## src/rtl/divider_32bit.sv

```systemverilog
// Sequential restoring shift-subtract divider for the DIV/DIVU path.
// One quotient bit is resolved per clock; signed operands are divided as
// magnitudes and the signs are reapplied when the result is loaded.
module divider_32bit #(
    parameter int WIDTH = 32,
    parameter int CNT_W = 6
) (
    input  logic             clk,
    input  logic             rst_n,
    input  logic             start,
    input  logic             signed_op,
    input  logic [WIDTH-1:0] dividend,
    input  logic [WIDTH-1:0] divisor,
    output logic [WIDTH-1:0] quotient,
    output logic [WIDTH-1:0] remainder,
    output logic             busy,
    output logic             done,
    output logic             div_by_zero
);

    typedef enum logic [1:0] {
        IDLE = 2'd0,
        RUN  = 2'd1,
        DONE = 2'd2
    } state_t;

    state_t state, state_nxt;

    logic [CNT_W-1:0] cnt;
    logic [WIDTH-1:0] rem;        // partial remainder
    logic [WIDTH-1:0] q;          // dividend bits shift out, quotient bits shift in
    logic [WIDTH-1:0] dvsr_mag;
    logic             neg_q;
    logic             neg_r;

    logic             accept;
    logic             last_iter;
    logic             dvnd_neg;
    logic             dvsr_neg;
    logic             dvsr_zero;
    logic [WIDTH-1:0] dvnd_abs;
    logic [WIDTH-1:0] dvsr_abs;
    logic [WIDTH:0]   rem_sh;
    logic [WIDTH:0]   trial;
    logic [WIDTH-1:0] rem_step;
    logic [WIDTH-1:0] q_step;

    // A new request is taken in IDLE or DONE; start during RUN is ignored.
    assign accept    = start && (state != RUN);
    assign last_iter = (cnt == CNT_W'(WIDTH - 1));
    assign dvsr_zero = (divisor == '0);

    // In signed mode a negative operand is negated; the most negative value
    // maps onto its own bit pattern, which is the correct unsigned magnitude.
    assign dvnd_neg = signed_op & dividend[WIDTH-1];
    assign dvsr_neg = signed_op & divisor[WIDTH-1];
    assign dvnd_abs = dvnd_neg ? (~dividend + 1'b1) : dividend;
    assign dvsr_abs = dvsr_neg ? (~divisor + 1'b1) : divisor;

    // One restoring step: shift {rem, q} left, try to subtract the divisor.
    always_comb begin
        // NOTE: every signal written here gets a value on every path first, so no latch is inferred.
        rem_sh   = {rem, q[WIDTH-1]};
        trial    = rem_sh - {1'b0, dvsr_mag};
        rem_step = rem_sh[WIDTH-1:0];
        q_step   = {q[WIDTH-2:0], 1'b0};
        if (!trial[WIDTH]) begin
            rem_step = trial[WIDTH-1:0];
            q_step   = {q[WIDTH-2:0], 1'b1};
        end
    end

    // Next-state logic for the IDLE / RUN / DONE sequencer.
    always_comb begin
        state_nxt = state;
        case (state)
            IDLE: begin
                if (accept) state_nxt = dvsr_zero ? DONE : RUN;
            end
            RUN: begin
                if (last_iter) state_nxt = DONE;
            end
            DONE: begin
                if (accept) state_nxt = dvsr_zero ? DONE : RUN;
                else        state_nxt = IDLE;
            end
            default: state_nxt = IDLE;
        endcase
    end

    // State register.
    always_ff @(posedge clk or negedge rst_n) begin
        // NOTE: clocked state uses non-blocking assignments so every flop samples pre-edge values.
        if (!rst_n) state <= IDLE;
        else        state <= state_nxt;
    end

    // Operand capture, iteration datapath and result registers.
    always_ff @(posedge clk or negedge rst_n) begin
        if (!rst_n) begin
            cnt         <= '0;
            rem         <= '0;
            q           <= '0;
            dvsr_mag    <= '0;
            neg_q       <= 1'b0;
            neg_r       <= 1'b0;
            quotient    <= '0;
            remainder   <= '0;
            div_by_zero <= 1'b0;
        end else if (accept) begin
            dvsr_mag <= dvsr_abs;
            neg_q    <= dvnd_neg ^ dvsr_neg;
            neg_r    <= dvnd_neg;
            cnt      <= '0;
            rem      <= '0;
            q        <= dvnd_abs;
            if (dvsr_zero) begin
                // Division by zero completes immediately with fixed results.
                quotient    <= '1;
                remainder   <= dividend;
                div_by_zero <= 1'b1;
            end
        end else if (state == RUN) begin
            rem <= rem_step;
            q   <= q_step;
            cnt <= cnt + 1'b1;
            if (last_iter) begin
                // Quotient truncates toward zero; remainder follows the dividend sign.
                quotient    <= neg_q ? (~q_step + 1'b1) : q_step;
                remainder   <= neg_r ? (~rem_step + 1'b1) : rem_step;
                div_by_zero <= 1'b0;
            end
        end
    end

    assign busy = (state == RUN);
    assign done = (state == DONE);

endmodule

```

## config.mk

```make
export PLATFORM = sky130hd
export DESIGN_NAME = divider_32bit
export DESIGN_NICKNAME = d
export VERILOG_FILES = /design/src/rtl/divider_32bit.sv
export SDC_FILE = /design/constraint.sdc
export NUM_CORES = 1
export LEC_CHECK = 0
export ABC_AREA = 0
export CORE_MARGIN = 4
export CORE_UTILIZATION = 54
export DETAILED_ROUTE_END_ITERATION = 8
export DONT_BUFFER_PORTS = 1
export PLACE_DENSITY = 0.75
export SLEW_MARGIN = 20
export SYNTH_ARGS = -nofsm -noshare
export SYNTH_HDL_FRONTEND = slang
export SYNTH_SLANG_ARGS = --single-unit
```

## constraint.sdc

```tcl
create_clock -name clk -period 5.6 [get_ports clk]
set_clock_uncertainty 0.05 [all_clocks]
set_input_delay 1.68 -clock clk [delete_from_list [all_inputs] [get_ports clk]]
set_output_delay 1.68 -clock clk [all_outputs]
set_load 0.02 [all_outputs]
```

# Yosys cells after proc, flatten, opt, wreduce, memory -nomap -nowiden
# Cells that the tools add are included.
# Widths: inputs -> output; s select.
[totals]
regBits = 171
latchBits = 0
mem_bits_rw = 0
mem_bits_ro = 0
inputBits = 68
output_inout_bits = 67
mem_count = 0
[op_classes]
n_addsub = 6
multipliers = 0
div_mod_pow = 0
magnitude_cmp = 0
n_eq_ne = 7
shift = 0
muxes = 29
bitwise_logic = 7
n_reduce_logical = 7
[op_table]
columns = ["operator", "n"]
rows = [
  ["$mux 32", 17],
  ["$add 32x1->32 const B", 4],
  ["$not 32->32", 4],
  ["$sub 33x32->33", 1],
  ["$logic_not 32->1", 1],
  ["$mux 6", 2],
  ["$mux 2", 4],
  ["$add 6x1->6 const B", 1],
  ["$eq 6x5->1 const B", 1],
  ["$ne 2x1->1 const B", 3],
  ["$pmux 2 s3", 1],
  ["$mux 1", 5],
  ["$reduce_bool 2->1", 2],
  ["$reduce_and 3->1", 1],
  ["$and 1x1->1", 2],
  ["$eq 2x1->1 const B", 1],
  ["$eq 2x2->1 const B", 1],
  ["$logic_not 2->1", 1],
  ["$ne 2x2->1 const B", 1],
  ["$reduce_and 2->1", 1],
  ["$logic_and 1x1->1", 1],
  ["$xor 1x1->1", 1],
]

# Longest topological paths before layout
# Gate-level depths: netlist (run 1).
[logic_depth]
depth_word = 8
mapped_depth = 22
mapped_depth_nobuf = 20

# Worst setup path after synthesis (run 1)
# No wires, ideal clock.
[synth_timing]
kind = "reg-to-reg"
from = "reg q[31]"
to = "reg quotient[30]"
arrival_time_ps = 4756
t_required_ps = 5424
slack_ps = 668
path_stages_with_launch = 21
path_buffers = 2
synth_period_minus_slack_ps = 4932
cell_sequence = "dfrtp_1 inv_1 ha_1 fa_1 nor2b_1 o31a_1 a2bb2oi_1 a21o_1 a31oi_1 xnor2_2 inv_2 clkbuf_1 clkbuf_1 ha_1 nand3_1 or3_1 or4_1 o21ai_1 nand2_1 xor2_1 o32a_1"
[synth_between]
elab_chain_cells = 8
[synth_lines]
columns = ["element", "line", "rtl"]
rows = [
  ["start, declared", "31", "logic [WIDTH-1:0] q;"],
  ["start signal, assigned", "116", "q <= dvnd_abs;"],
  ["start signal, assigned", "125", "q <= q_step;"],
  ["$sub 33x32->33", "64", "trial = rem_sh - {1'b0, dvsr_mag};"],
  ["$mux 1", "67", "if (!trial[WIDTH]) begin"],
  ["$not 32->32", "129", "quotient <= neg_q ? (~q_step + 1'b1) : q_step;"],
  ["$add 32x1->32", "129", ""],
  ["$mux 32", "129", ""],
  ["$mux 32", "127", "if (last_iter) begin"],
  ["$mux 32", "123", "end else if (state == RUN) begin"],
  ["$mux 32", "110", "end else if (accept) begin"],
  ["end signal, assigned", "129", ""],
  ["end, declared", "14", "output logic [WIDTH-1:0] quotient,"],
]
# No other way between the ends. The select of a mux whose other input is x is not followed.
# A chain may end at the register's enable or synchronous reset.

# Final worst setup path (run 1)
[layout_timing]
from = "reg rem[4]"
to = "reg quotient[30]"
[layout_between]
elab_chain_cells = 8
[layout_lines]
columns = ["element", "line", "rtl"]
rows = [
  ["start, declared", "30", "logic [WIDTH-1:0] rem;"],
  ["start signal, assigned", "124", "rem <= rem_step;"],
  ["$sub 33x32->33", "64", ""],
  ["$mux 1", "67", ""],
  ["$not 32->32", "129", ""],
  ["$add 32x1->32", "129", ""],
  ["$mux 32", "129", ""],
  ["$mux 32", "127", ""],
  ["$mux 32", "123", ""],
  ["$mux 32", "110", ""],
]
# No other way between the ends. The select of a mux whose other input is x is not followed.

==> flow_summary_export.csv, run 1 <==
group,metric,value,unit
synthesis,synth.distinct_cells,74,
setup_path,worstSetupEndpointType,"flop",
global_route,grt_overflow,0,
placed_design,dpl.cell_count,1765,
floorplan,rows,55,
setup_path,crit_arrival,5.22,ns
setup_path,r2r_cells,16,
drt,vias,11718,
floorplan,fp.coreArea,22700,um2
global_route,grt_use_total,29.2,%
placed_design,finalWeightedCongestion,0.918,
clock_tree,cts_tree,"built",
drt,wl,38.2,mm
drt,drc,0,
placed_design,hpwl,28.2,mm
final_layout,layout_common_cells,"219 x nand2_1, 184 x o21ai_0, 171 x dfrtp_1",
synthesis,yosysWarnings,0,
floorplan,dieHeight,160,um
final_layout,multiInputGateArea,7700,um2
clock_tree,clk_pin_slew_worst_paths,0.08,ns
floorplan,die_w,160,um
global_route,grt_pass1_wl,60.6,mm
synthesis,async_flop_share,100,%
synthesis,ys_ff_latch,171,
sta,relSlewSlack,41.2,%
clock_tree,clock_sinks,171,
final_layout,fin_cells,1798,
final_layout,nets,1605,
sta,finalSetupViolCount,0,
sta,fmax,203,MHz
final_layout,drive_above_1_share,5.29,%
global_route,grt_max_degree,172,
sta,rsz0062_at_grt,"no",
clock_tree,ctsResizeCount,0,
drt,drtIter0Drc,1237,
floorplan,ioPinCount,135,
synthesis,synth_area_per_cell,8.09,um2
synthesis,ys_seq_area_share,34.1,%
sta,finalCriticalPeriod,4.93,ns
clock_tree,cts_made_buffers,17,
clock_tree,clock_path_buffers,2,
sta,hold_viol,0,
flow_run,maxCapViolations,0,
drt,wl_per_cell,21.2,um
setup_path,criticalPathCategory,"reg -> reg",
floorplan,start_util,55.2,%
clock_tree,cts_root_buf,"clkbuf_16",
setup_path,crit_fanout,9,
setup_path,rr_endpoint,"quotient[30]",
final_layout,fill_cells,2074,
pwr,powerDensity,765,nW/um2
status,status,"finished clean",
global_route,first_global_vias,10920,
drt,dr.pass1.iters,6,
global_route,antenna_found_initial,1,
sta,tightest_slew,0.881,ns
setup_path,start_kind,"flop",
final_layout,layout_commonest_cell,"nand2_1",
clock_tree,clock_latency,0.44,ns
final_layout,syn_to_final_growth,6.17,%
sta,fin_tns_setup,0,ns
clock_tree,postCtsSetupRepairBufs,0,
final_layout,seq_area,4280,um2
synthesis,syn_nets,1655,
setup_path,cp.required,5.88,ns
worst_hold_path,min_path_type,"reg -> reg",
setup_path,r2r_slack,0.67,ns
pwr,power.leakage,5.47,nW
pwr,ir_drop,0.000434,V
clock_tree,ctsHoldBuffers,0,
synthesis,ys.flop_type,"dfrtp_1",
synthesis,syn-cell-area,12500,um2
drt,viasPerCell,6.52,
worst_hold_path,whs_path_depth,2,
setup_path,r2r-start,"rem[4]",
sta,drv_slew,0,
synthesis,synth_edf_count,0,
sta,fin_crit_sh,88.1,%
clock_tree,htreeDepth,4,
synthesis,synthCells,1549,
floorplan,die_area,25700,um2
worst_hold_path,min_to,"dvsr_mag[19]",
placed_design,portBuffers,0,
pwr,total_power,10.2,mW
drt,ant_nets,0,
worst_hold_path,hp-start,"dvsr_mag[19]",
==> how the worst max path moves through the flow <==
stage,from,endpoint,cells past startpoint
floorplan,q[31],quotient[30],20
global placement,divisor[8],remainder[31],12
detailed placement,divisor[8],remainder[31],12
CTS,rem[24],quotient[30],16
global route,rem[24],remainder[24],18
finish,rem[4],quotient[30],16
==> routing by layer <==
layer  part of all wire [%]  track usage, %  vias to the layer above
met5                      0               0                        -
met4                    4.3            12.4                        0
met3                     10            7.26                       95
met2                     43            44.8                      527
met1                     42            39.5                     5562
li1                       -               -                     5534
==> where the power goes <==
part / switching [mW] / internal [mW] / leakage (nW)
clock network: 0.583 / 0.654 / 0.297
logic: 3.92 / 2.35 / 3.09
registers: 0.851 / 1.81 / 2.08
total: 5.36 / 4.81 / 5.47
==> per-stage QoR <==
| stage | setup WS [ns] | utilization, % | hold WS (ns) | area (um2) |
|---|---|---|---|---|
| finish | 0.667 | 58.6 | 0.427 | 13300 |
| global placement | 0.481 | 55.9 | 0.412 | 12700 |
| detailed placement | 0.445 | 55.9 | 0.420 | 12700 |
| global route | 0.296 | 58.6 | 0.449 | 13300 |
| floorplan | 0.668 | - | 0.400 | 12500 |
| CTS | 0.684 | 58.6 | 0.437 | 13300 |
==> kinds of logic (layout without fill, tap and decap cells) <==
logic type	Yosys count	after routing	share of synthesized area [%]
AO/OA/AOI/OAI	490	490	24.6
XOR/XNOR	109	109	7.68
adder cells (fa/ha/maj)	38	38	3.85
buffers and inverters	141	104	4.59
flip-flops	171	171	34.1
multiplexers	48	48	3.91
other	0	1	0
AND/OR/NAND/NOR	552	552	21.2
==> state kept, by name, indices dropped and copies added (netlist names) <==
register,flops
cnt,6
div_by_zero,1
dvsr_mag,32
neg_q,1
neg_r,1
q,32
quotient,32
rem,32
remainder,32
state,2
==> layout make-up <==
cell class | count | area share, %
Multi-Input combinational cell | 1237 | 57.9
Sequential cell | 171 | 32.2
Clock buffer | 18 | 3.30
Tap cell | 285 | 2.68
Inverter | 53 | 1.50
Clock inverter | 14 | 1.26
Timing Repair Buffer | 19 | 1.17
Antenna cell | 1 | 0.0188
==> cells in the mapped netlist (5+ instances only) <==
master | instances | share of area, %
o21a_1 | 14 | 0.84
o211ai_1 | 16 | 0.96
clkbuf_1 | 72 | 2.2
o31a_1 | 5 | 0.35
o211a_1 | 6 | 0.48
nor4_1 | 16 | 0.80
o22ai_1 | 10 | 0.50
xor2_1 | 54 | 3.8
and2_1 | 11 | 0.55
o32a_1 | 13 | 1.0
o41ai_1 | 11 | 0.77
or3_1 | 35 | 1.7
mux2_2 | 8 | 0.72
a21oi_1 | 80 | 3.2
or2_2 | 7 | 0.35
nand3_1 | 27 | 1.1
buf_2 | 7 | 0.28
a31oi_1 | 24 | 1.2
xnor2_1 | 54 | 3.8
o31ai_1 | 20 | 1.2
nand4_1 | 14 | 0.70
a211oi_1 | 13 | 0.78
nand2_1 | 220 | 6.6
a21boi_0 | 6 | 0.36
a21o_1 | 10 | 0.60
o21ai_1 | 16 | 0.64
nand3b_1 | 31 | 1.9
or4_1 | 8 | 0.48
nor3_1 | 37 | 1.5
dfrtp_1 | 171 | 34
nor2b_1 | 6 | 0.30
o22a_1 | 15 | 1.0
nand2b_1 | 7 | 0.35
nor2_1 | 104 | 3.1
a22oi_1 | 9 | 0.54
mux2i_1 | 40 | 3.2
ha_1 | 37 | 3.7
and3_1 | 16 | 0.80
o21ai_0 | 184 | 7.3
inv_1 | 52 | 1.6
==> critical path, stage by stage, from the launching register on <==
cell,delay (ns)
dfrtp_1,0.47
ha_1,0.41
a21oi_1,0.45
nand2_1,0.10
a2bb2oi_1,0.16
a21o_1,0.23
a31oi_1,0.39
xnor2_4,0.10
inv_2,0.20
ha_1,0.26
nand3_1,0.27
or3_1,0.49
or4_1,0.50
o21ai_1,0.23
nand2_1,0.09
xor2_1,0.15
o32a_1,0.28
Note: power is estimated with default switching activity, not from simulation.
==> inputs of run 2 (changes only) <==
REMOVE_ABC_BUFFERS = 1   (was default)
clock period = 4.6 ns   (was 5.6 ns; I/O delays follow)
==> run 2 against run 1 <==
Worst setup slack got worse by 0.48 ns. Routed wire length fell by 6.2%. Cell count grew 6.7%. Critical path type is now in -> reg. Critical endpoint is now remainder[5]. Largest cell class unchanged.
==> flow_summary_export.csv, run 2 (same netlist as run 1, synthesis figures left out) <==
group,metric,value,unit
setup_path,crit_arrival,4.73,ns
drt,dr.pass1.iters,5,
clock_tree,clock_latency,0.43,ns
floorplan,start_util,55.2,%
final_layout,fin_area,14300,um2
setup_path,critPathLaunch,"divisor[4]",
floorplan,fp.coreArea,22700,um2
final_layout,utilization,62.9,%
flow_run,maxCapViolations,0,
global_route,antenna_found_initial,0,
status,status,"finished clean",
sta,finalCriticalPeriod,4.42,ns
setup_path,crit_fanout,12,
setup_path,start_kind,"primary input",
global_route,grt_use_total,27.5,%
drt,wl_per_cell,18.7,um
sta,drv_slew,0,
final_layout,drive_above_1_share,13.2,%
global_route,first_global_vias,11424,
pwr,ir_drop,0.000487,V
placed_design,place_area,13600,um2
clock_tree,htreeDepth,4,
sta,relSlewSlack,43.8,%
sta,finalSetupViolCount,0,
worst_hold_path,hp-start,"dvsr_mag[23]",
drt,ant_nets,0,
clock_tree,clock_path_buffers,2,
floorplan,dieHeight,160,um
global_route,grt_max_degree,172,
pwr,powerDensity,916,nW/um2
floorplan,ioPinCount,135,
placed_design,finalWeightedCongestion,0.911,
sta,fin_crit_sh,96.0,%
pwr,power.leakage,6.07,nW
setup_path,worstSetupEndpointType,"flop",
setup_path,cp.required,4.91,ns
setup_path,criticalPathCategory,"in -> reg",
worst_hold_path,min_path_type,"reg -> reg",
final_layout,layout_common_cells,"219 x nand2_1, 183 x o21ai_0, 171 x dfrtp_1",
sta,fmax,226,MHz
clock_tree,cts_root_buf,"clkbuf_16",
final_layout,layout_commonest_cell,"nand2_1",
drt,drtIter0Drc,1006,
placed_design,hpwl,26.4,mm
drt,drc,0,
final_layout,n_antenna_cell,0,
drt,viasPerCell,6.19,
global_route,grt_pass1_wl,58.3,mm
drt,wl,35.8,mm
floorplan,rows,55,
sta,hold_viol,0,
placed_design,pre_cts_slack,-0.261,ns
placed_design,portBuffers,0,
global_route,grt_overflow,0,
final_layout,syn_to_final_growth,14.1,%
clock_tree,ctsHoldBuffers,0,
floorplan,die_area,25700,um2
clock_tree,cts_made_buffers,17,
final_layout,nets,1727,
sta,rsz0062_at_grt,"no",
setup_path,r2r-start,"q[31]",
sta,tightest_slew,0.842,ns
floorplan,die_w,160,um
clock_tree,cts_tree,"built",
clock_tree,clock_sinks,171,
drt,vias,11877,
pwr,total_power,13.1,mW
clock_tree,clk_pin_slew_worst_paths,0.08,ns
sta,fin_ws,0.182,ns
run 2: worst max-delay path: stages:
cell     delay [ns]
or3_1          0.41
or3b_2         0.50
or3_1          0.39
or3_4          0.41
or3_4          0.37
nor4_4         0.28
nand2_2        0.14
a21oi_4        0.18
buf_4          0.26
buf_4          0.20
nor2_1         0.05
a31oi_1        0.15
run 2: repair_timing:
action	in CTS	in global routing
buffers inserted	0	0
pin swaps	0	1
gates resized for setup	1	15
setup endpoints to repair	5	21
endpoints found under the hold margin	0	0
run 2: worst paths after layout:
| kind | cells after the start | slack (ns) | endpoint |
|---|---|---|---|
| max | 12 | 0.18 | remainder[5] |
| min | 2 | 0.43 | dvsr_mag[23] |
| max reg2reg | 19 | 0.24 | quotient[30] |
| min reg2reg | 2 | 0.43 | dvsr_mag[23] |
| max in group asynchronous | 0 | 3.64 | dvsr_mag[23] |
| min in group asynchronous | 0 | 0.58 | quotient[2] |
run 2: layout make-up:
cell class / instances / area [um2]
clock buffers: 18 / 439
multi-input cells: 1237 / 7780
flip-flops and latches: 171 / 4280
well taps: 285 / 357
fillers: 1968 / 8420
clock inverters: 14 / 154
inverters: 53 / 201
repair buffers: 141 / 1080
run 2: power breakdown:
group | internal (mW) | total, mW | switching, mW
Combinational | 3.58 | 8.44 | 4.86
Clock | 0.742 | 1.45 | 0.710
Sequential | 2.20 | 3.20 | 0.996
run 2: through the flow:
step | std cells | TNS, ns | hold slack, ns
5_1_grt | 1919 | 0 | 0.447
4_1_cts | 1919 | 0 | 0.437
3_5_place_dp | 1887 | -9.47 | 0.421
3_3_place_gp | 1887 | -7.56 | 0.411
6_report | 1919 | 0 | 0.431
2_1_floorplan | 1461 | -81.73 | 0.400
run 2: routing by layer:
layer  global-route usage [%]  up-vias  wire length, um
li1                         -     5776                -
met1                     37.5     5557            15700
met2                     44.5      474            16400
met3                     5.16       70             2780
met4                     8.72        0              858
met5                        0        -                0
==> inputs of run 3 (changes only) <==
--- a/config.mk
+++ b/config.mk
@@ -8,7 +8,9 @@
 export ABC_AREA = 0
+export CELL_PAD_IN_SITES_DETAIL_PLACEMENT = 0
+export CELL_PAD_IN_SITES_GLOBAL_PLACEMENT = 1
 export CORE_MARGIN = 4
-export CORE_UTILIZATION = 54
+export CORE_UTILIZATION = 49
 export DETAILED_ROUTE_END_ITERATION = 8
 export DONT_BUFFER_PORTS = 1
-export PLACE_DENSITY = 0.75
+export PLACE_DENSITY = 0.88
 export REMOVE_ABC_BUFFERS = 1
==> constraint.sdc (replaced) <==
create_clock -name clk -period 4.6 [get_ports clk]
set_clock_uncertainty 0.05 [all_clocks]
set_input_delay 0.92 -clock clk [delete_from_list [all_inputs] [get_ports clk]]
set_output_delay 0.92 -clock clk [all_outputs]
set_load 0.02 [all_outputs]
==> run 3 against run 2 <==
Critical path depth is 9 higher. Cell count shrank 0.47%. Power is 3.0% lower. Non-clock buffer count is 54 lower. Maximum frequency up 1.8%. Die area is 9.7% higher. Sequential share of layout area rose by 0.88 points. Combinational power fell by 4.6%. Sequential power barely moved. Hold slack worse by 0.31 ns. Flip-flop and latch count unchanged. Clock power hardly changed. Largest cell class unchanged. Largest power group unchanged. Highest routed layer unchanged.
==> flow_summary_export.csv, run 3 (same netlist as run 1, synthesis figures left out) <==
group,metric,value,unit
global_route,grt_use_total,25.5,%
clock_tree,clock_sinks,171,
floorplan,dieHeight,168,um
sta,drv_slew,0,
placed_design,finalWeightedCongestion,0.908,
sta,finalSetupViolCount,0,
final_layout,layout_common_cells,"219 x nand2_1, 183 x o21ai_0, 171 x dfrtp_1",
pwr,power.leakage,5.79,nW
final_layout,nets,1673,
final_layout,syn_to_final_growth,10.8,%
setup_path,start_kind,"flop",
placed_design,hpwl,27.2,mm
clock_tree,ctsResizeCount,0,
floorplan,fp.coreArea,25200,um2
floorplan,ioPinCount,135,
sta,finalCriticalPeriod,4.34,ns
drt,dr.pass1.iters,8,
sta,fmax,231,MHz
global_route,first_global_vias,11312,
pwr,powerDensity,914,nW/um2
worst_hold_path,min_path_type,"in -> async",
setup_path,r2r_cells,21,
final_layout,fill_cells,2326,
final_layout,n_antenna_cell,0,
clock_tree,clk_pin_slew_worst_paths,0.07,ns
sta,hold_viol,0,
clock_tree,clock_latency,0.44,ns
final_layout,fin_cells,1910,
setup_path,critPathSlowestCell,"or4_1",
sta,relSlewSlack,39.6,%
setup_path,path_common_cell,"ha_1",
setup_path,crit_chain,"inv_1 > ha_1 > fa_1 > nor2b_1 > o31a_1 > a2bb2oi_2 > a21o_1 > a31oi_2 > xnor2_4 > inv_4 > nor2_1 > a21oi_1 > ha_1 > nand2_1 > or4_1 > mux2i_1 > buf_4 > o2111ai_2 > o21ai_0 > xnor2_1 > o22ai_1",
drt,vias,11724,
clock_tree,cts_root_buf,"clkbuf_16",
drt,wl_per_cell,19.1,um
flow_run,maxCapViolations,0,
global_route,antenna_found_initial,0,
setup_path,worstSetupEndpointType,"flop",
placed_design,portBuffers,0,
drt,drc,0,
clock_tree,ctsHoldBuffers,0,
clock_tree,cts_made_buffers,17,
floorplan,start_util,49.8,%
clock_tree,cts_tree,"built",
pwr,ir_drop,0.000470,V
floorplan,rows,58,
clock_tree,htreeDepth,4,
placed_design,dpl.cell_count,1878,
drt,wl,36.5,mm
setup_path,r2r_slack,0.26,ns
global_route,grt_pass1_wl,59.2,mm
final_layout,drive_above_1_share,9.81,%
sta,tightest_slew,0.907,ns
drt,ant_nets,0,
global_route,grt_max_degree,172,
final_layout,utilization,55.1,%
sta,fin_crit_sh,94.3,%
setup_path,slowest_delay,0.47,ns
drt,drtIter0Drc,1079,
drt,viasPerCell,6.14,
setup_path,criticalPathCategory,"reg -> reg",
floorplan,die_w,168,um
floorplan,die_area,28200,um2
clock_tree,postCtsSetupRepairBufs,0,
sta,rsz0062_at_grt,"no",
setup_path,crit_fanout,8,
global_route,grt_overflow,0,
status,status,"finished clean",
setup_path,cp.required,4.87,ns
clock_tree,clock_path_buffers,2,
final_layout,layout_commonest_cell,"nand2_1",
setup_path,crit_arrival,4.61,ns
-- run 3: worst max-delay path: cells and delay by family (launching register included) --
| kind | cells | cell delay, ns |
|---|---|---|
| compound gates | 8 | 1.41 |
| fa+ha+maj | 3 | 0.82 |
| simple gates | 4 | 0.77 |
| flops | 1 | 0.36 |
| buf+inv | 3 | 0.35 |
| xor+xnor | 2 | 0.31 |
| mux | 1 | 0.15 |
-- run 3: cell type report --
cell class                      count  area [um2]  area share [%]
Tap cell                          330         413            2.97
Multi-Input combinational cell   1237        7750            55.8
Clock buffer                       18         429            3.09
Sequential cell                   171        4280            30.8
Timing Repair Buffer               87         666            4.79
Clock inverter                     14         149            1.07
Inverter                           53         201            1.45
-- run 3: metrics by stage --
stage / worst slack (ns) / hold slack, ns / power, mW / cell area (um2) / setup TNS, ns
detailed placement: 0.0588 / 0.420 / 11.1 / 13300 / 0
floorplan: -2.04 / 0.400 / 8.62 / 12200 / -76.29
finish: 0.262 / 0.119 / 12.7 / 13900 / 0
CTS: 0.0292 / 0.106 / 12.6 / 13800 / 0
global placement: 0.165 / 0.411 / 11.0 / 13300 / 0
global route: 0.0402 / 0.0996 / 13.7 / 13900 / 0
-- run 3: worst paths after layout --
| check | endpoint | start |
|---|---|---|
| max | remainder[24] | q[31] |
| min | quotient[1] | rst_n |
| max reg2reg | remainder[24] | q[31] |
| min reg2reg | dvsr_mag[13] | dvsr_mag[13] |
| max in group asynchronous | dvsr_mag[24] | rst_n |
| min in group clk | dvsr_mag[13] | dvsr_mag[13] |
-- run 3: report_power, final --
| part | total, mW | internal, mW | switching [mW] |
|---|---|---|---|
| combinational | 8.05 | 3.27 | 4.77 |
| clock | 1.45 | 0.727 | 0.719 |
| sequential | 3.20 | 2.20 | 1.00 |
-- run 3: metal layers --
layer	track usage [%]	wire length, um	vias to the layer above
li1	-	-	5676
met1	35.3	16500	5608
met2	41.5	16800	379
met3	4.02	2400	61
met4	7.69	752	0
met5	0	0	-
